==> config.mk <==
export PLATFORM = sky130hd
export DESIGN_NAME = serial_compare_ctrl
export DESIGN_NICKNAME = d
export VERILOG_FILES = /design/src/rtl/compare_pkg.sv /design/src/rtl/one_bit_comparator.sv /design/src/rtl/serial_compare_ctrl.sv
export SDC_FILE = /design/constraint.sdc
export NUM_CORES = 1
export LEC_CHECK = 0
export CAP_MARGIN = 30
export CORE_MARGIN = 8
export CORE_UTILIZATION = 40
export DETAILED_ROUTE_END_ITERATION = 6
export HOLD_SLACK_MARGIN = 0.1
export PLACE_DENSITY_LB_ADDON = 0.12
export SLEW_MARGIN = 0
export SYNTH_ARGS = -nofsm -noshare
export SYNTH_HDL_FRONTEND = slang
export SYNTH_SLANG_ARGS = --single-unit
==> constraint.sdc <==
create_clock -name clk -period 2.6 [get_ports clk]
set_clock_uncertainty 0.1 [all_clocks]
set_input_delay 0.26 -clock clk [delete_from_list [all_inputs] [get_ports clk]]
set_output_delay 0.26 -clock clk [all_outputs]
set_load 0.01 [all_outputs]
==> src/rtl/compare_pkg.sv <==
// Shared types for the bit-serial magnitude comparator: FSM states and the
// less/great/equal flag triple that travels between the slice and the registers.
package compare_pkg;

  typedef enum logic [1:0] {
    StIdle  = 2'd0,
    StShift = 2'd1,
    StDone  = 2'd2
  } state_e;

  typedef struct packed {
    logic less;
    logic great;
    logic equal;
  } flags_t;

  // Flags before any bit has been examined: operands considered equal so far.
  localparam flags_t FlagsInit = '{less: 1'b0, great: 1'b0, equal: 1'b1};

endpackage

==> src/rtl/one_bit_comparator.sv <==
// Combinational one-bit magnitude-compare slice, chained MSB-first through
// the incoming flags: once a difference is seen the verdict is passed through.
module one_bit_comparator
  import compare_pkg::*;
(
  input  logic   a,
  input  logic   b,
  input  flags_t flags_in,
  output flags_t flags_out
);

  always_comb begin
    flags_out = flags_in;
    if (flags_in.equal) begin
      flags_out.less  = ~a & b;
      flags_out.great = a & ~b;
      flags_out.equal = ~(a ^ b);
    end
  end

endmodule

==> src/rtl/serial_compare_ctrl.sv <==
// Bit-serial magnitude-compare sequencer: walks one one_bit_comparator slice
// across two captured operands MSB-first, one bit per clock.
module serial_compare_ctrl
  import compare_pkg::*;
#(
  parameter int unsigned WIDTH      = 8,
  parameter bit          EARLY_EXIT = 1'b1
) (
  input  logic                       clk,
  input  logic                       rst_n,
  input  logic                       start,
  input  logic                       abort,
  input  logic [WIDTH-1:0]           a,
  input  logic [WIDTH-1:0]           b,
  output logic                       busy,
  output logic                       done,
  output logic                       less,
  output logic                       great,
  output logic                       equal,
  output logic [$clog2(WIDTH+1)-1:0] bits_used
);

  localparam int unsigned IdxW = (WIDTH > 1) ? $clog2(WIDTH) : 1;
  localparam int unsigned CntW = $clog2(WIDTH + 1);

  state_e            state_q, state_d;
  logic [WIDTH-1:0]  a_q, b_q;
  flags_t            flags_q, slice_out, result_q;
  logic [IdxW-1:0]   idx_q;
  logic [CntW-1:0]   cnt_q, cnt_inc, bits_used_q;
  logic              accept, stepping, last_step;

  one_bit_comparator u_slice (
    .a         (a_q[idx_q]),
    .b         (b_q[idx_q]),
    .flags_in  (flags_q),
    .flags_out (slice_out)
  );

  assign accept    = (state_q == StIdle) && start;
  assign stepping  = (state_q == StShift) && !abort;
  assign cnt_inc   = (cnt_q == CntW'(WIDTH)) ? cnt_q : cnt_q + 1'b1;
  assign last_step = (idx_q == '0) || (EARLY_EXIT && !slice_out.equal);

  // State register
  always_ff @(posedge clk or negedge rst_n) begin
    if (!rst_n) begin
      state_q <= StIdle;
    end else begin
      state_q <= state_d;
    end
  end

  // Next-state logic
  always_comb begin
    state_d = state_q;
    case (state_q)
      StIdle: begin
        if (start) state_d = StShift;
      end
      StShift: begin
        if (abort) begin
          state_d = StIdle;
        end else if (last_step) begin
          state_d = StDone;
        end
      end
      StDone:  state_d = StIdle;
      default: state_d = StIdle;
    endcase
  end

  // Outputs
  always_comb begin
    busy      = (state_q != StIdle);
    done      = (state_q == StDone);
    less      = result_q.less;
    great     = result_q.great;
    equal     = result_q.equal;
    bits_used = bits_used_q;
  end

  // Operand, flag, counter and result registers. Results load on the edge
  // that enters DONE so they are already valid while done is high.
  always_ff @(posedge clk or negedge rst_n) begin
    if (!rst_n) begin
      a_q         <= '0;
      b_q         <= '0;
      flags_q     <= '0;
      idx_q       <= '0;
      cnt_q       <= '0;
      result_q    <= FlagsInit;
      bits_used_q <= '0;
    end else if (accept) begin
      a_q     <= a;
      b_q     <= b;
      flags_q <= FlagsInit;
      idx_q   <= IdxW'(WIDTH - 1);
      cnt_q   <= '0;
    end else if (stepping) begin
      flags_q <= slice_out;
      idx_q   <= idx_q - 1'b1;
      cnt_q   <= cnt_inc;
      if (last_step) begin
        result_q    <= slice_out;
        bits_used_q <= cnt_inc;
      end
    end
  end

endmodule

==> impl_metrics.yaml <==
synth:
  postSynth.asyncResetShare: 1.00
  yosys_most_used_dff: "dfrtp_1"
  synth.most_common_cell: "dfrtp_1"
  mappedNetlistNets: 144
  yosys.cell_types.count: 33
  yosysWarningCount: 0
  synth_top_cell_by_area: "dfrtp_1"
  post_synthesis_average_cell_area_sq_um: 14.0
  synth_area_leaders: "dfrtp_1 52%, mux2_2 16%, mux4_2 5.5%, ha_1 4.5%, a22o_1 2.1%"
  ys_seq_elements: 35
  yosys-top-cells-count: "34 x dfrtp_1, 24 x mux2_2, 7 x nand2_1"
  cells_after_synth: 118
  synth-edff-count: 0
  synth_top_cell_area_share: 0.516
  ys_seq_area_frac: 0.531
  syn_area_sq_um: 1650
flow_run:
  maxCapViolCount: 0
grt:
  grt_use_met3: 0.0435
  grt_total_ovfl: 0
  grt_antenna_before_repair: 0
  grt_use_met1: 0.135
  grt_util_all_layers: 0.112
  grt_pass1_wl_um: 5530
  grt_most_used_layer: "met2"
  via_count_of_the_first_global_routing_pass: 1140
  maximum_number_of_pins_on_one_net_before_global_route_repair: 36
  gr-usage-met2: 0.175
cts:
  cts_root_buffer: "clkbuf_8"
  clkSlewWorstSetupHoldPaths_ns: 0.07
  post_cts.resized_instances: 0
  clkSinkCount: 35
  cts_post_setup_buffers_inserted: 0
  cts_buffers: 5
  cts_hold_buffers: 0
  h-tree-depth: 2
  ctsLongestPathBuffers: 2
  insertion_delay_ns: 0.28
  tritoncts: "done"
timing:
  report.final.hold_viol_count: 0
  maxClockFrequency_mhz: 417
  pin_slew_with_the_least_headroom_to_its_limit_ns: 0.441
  relSlewSlack: 0.706
  timing.final.setup_violations: 0
  min_period_ns: 2.40
  timing.setup.tns_ns: 0
  slew_viols_final: 0
  grt_setup_unrepaired: "false"
  final_min_period_over_clock_period: 0.922
worst_setup_path:
  cp-start-kind: "register"
  reg2regPathDepth: 6
  timing.critical_path.required_ns: 2.67
  crit_path_cell_trace: "mux4_2 > nand2_1 > and2_1 > ha_1 > a31oi_4 > mux2_2"
  regToRegStartpoint: "idx_q[0]$_DFFE_PN0P_"
  timing.rr.end: "bits_used[0]$_DFFE_PN0P_"
  critical_path_arrival_ns: 2.47
  critPathMaxStageDelay_ns: 0.53
  crit_type: "reg2reg"
  crit_path_top_delay_cell: "mux4_2"
  worstSetupEndpointType: "register"
  cp-startpoint: "idx_q[0]$_DFFE_PN0P_"
  crit_fanout: 8
  worst-r2r-setup-slack_ns: 0.20
floorplanning:
  fp.coreArea_sq_um: 4000
  floorplan.die_area_sq_um: 6440
  ioPinCount: 29
  initial_utilization: 0.413
  die-width_um: 80.2
  fp-row-count: 23
  floorplan.die.height_um: 80.2
placed_design:
  place_area_sq_um: 1990
  placedCellCount: 194
  port_buffers: 28
  routabilityCongestion: 0.743
power:
  total_chip_power_mw: 2.34
  power.static_leakage_nw: 0.911
  power.density_nw_per_um2: 1120
  power.ir.vdd_worst_v: 0.000582
final_layout:
  layout.core_utilization: 0.521
  flow.area_growth_from_synthesis_pct: 26.4
  layout.filler_cells: 352
  final_nets: 177
  final-seq-area_sq_um: 878
  fin_cells: 202
  finalInstanceArea_sq_um: 2090
  num_antenna_cells: 0
  multi_input_comb_area_sq_um: 736
  share_of_post_route_cells_with_drive_strength_above_1: 0.309
status:
  status: "finished clean"
detailed_routing:
  detail_route.drc_violations: 0
  route.antenna.remaining_nets: 0
  total_routed_length_um: 3290
  avgViaCountPerCell: 5.14
  vias: 1039
  initialDrtViolationCount: 23
  wl_per_cell_um: 16.3
  first_pass_iters: 3
worst_hold_path:
  hold_class: "in2async"
## worst max-delay path, delay by kind of cell (launching register included)
family	cells	cell delay, ns
compound gates	1	0.30
fa+ha+maj	1	0.29
flops	1	0.47
mux	2	0.90
simple gates	2	0.22
## where the power goes
group	leakage [nW]	switching [mW]	total [mW]	internal, mW
logic	0.443	0.410	0.996	0.586
clock network	0.0482	0.184	0.397	0.213
registers	0.420	0.163	0.944	0.781
## routing by layer
layer  routed length, um  vias up  part of all wire
li1                    -      490                 -
met1                1490      523              0.45
met2                1560       22              0.47
met3                 205        4             0.062
met4                  40        0             0.012
met5                   0        -                 0
## registers in the layout (all words and copies together) (netlist names)
name / count
equal: 1
cnt_q: 4
state_q: 2
flags_q: 3
idx_q: 3
less: 1
great: 1
bits_used: 4
b_q: 8
a_q: 8
## worst max path at each step
stage	to	slack (ns)	cells after the start
2_1_floorplan	bits_used[0]$_DFFE_PN0P_	0.32	7
3_3_place_gp	great$_DFFE_PN0P_	0.18	6
3_5_place_dp	less$_DFFE_PN0P_	0.09	6
4_1_cts	bits_used[0]$_DFFE_PN0P_	0.07	6
5_1_grt	less$_DFFE_PN0P_	0.08	6
6_report	bits_used[0]$_DFFE_PN0P_	0.20	6
## layout by cell type, fill, tap and decap left out, types with 2 or more instances in the layout
cell and count:
mux2_2 24, mux2i_1 2, clkbuf_8 6, clkdlybuf4s50_1 28, a21oi_1 2, dfrtp_1 33
xnor2_1 2, ha_1 6, and2_1 2, nand2_1 7, buf_4 3, a22o_1 4
inv_1 4, a32o_1 2, mux4_2 4
## through the flow
| stage | hold WS (ns) | setup WS (ns) |
|---|---|---|
| floorplan | -0.136 | 0.318 |
| global placement | 0.375 | 0.178 |
| detailed placement | 0.390 | 0.0912 |
| CTS | 0.306 | 0.0685 |
| global route | 0.345 | 0.0846 |
| finish | 0.285 | 0.203 |
## final cells by class
class | count | share of cell area
multi-input combinational | 74 | 0.353
clock inverter | 1 | 0.00240
timing repair buffer | 31 | 0.145
clock buffer | 7 | 0.0414
sequential | 35 | 0.421
inverter | 4 | 0.00720
tap | 50 | 0.0300
## logic make-up (layout without fill, tap and decap cells)
group                    count (synthesis)  after routing  synth area share
flip-flops                              35             35             0.531
multiplexers                            30             30             0.230
AND/OR/NAND/NOR                         21             21            0.0743
AO/OA/AOI/OAI                           15             15            0.0819
buffers and inverters                    9             43            0.0258
adder cells (fa/ha/maj)                  6              6            0.0455
XOR/XNOR                                 2              2            0.0106
(Power assumes the default switching activity.)
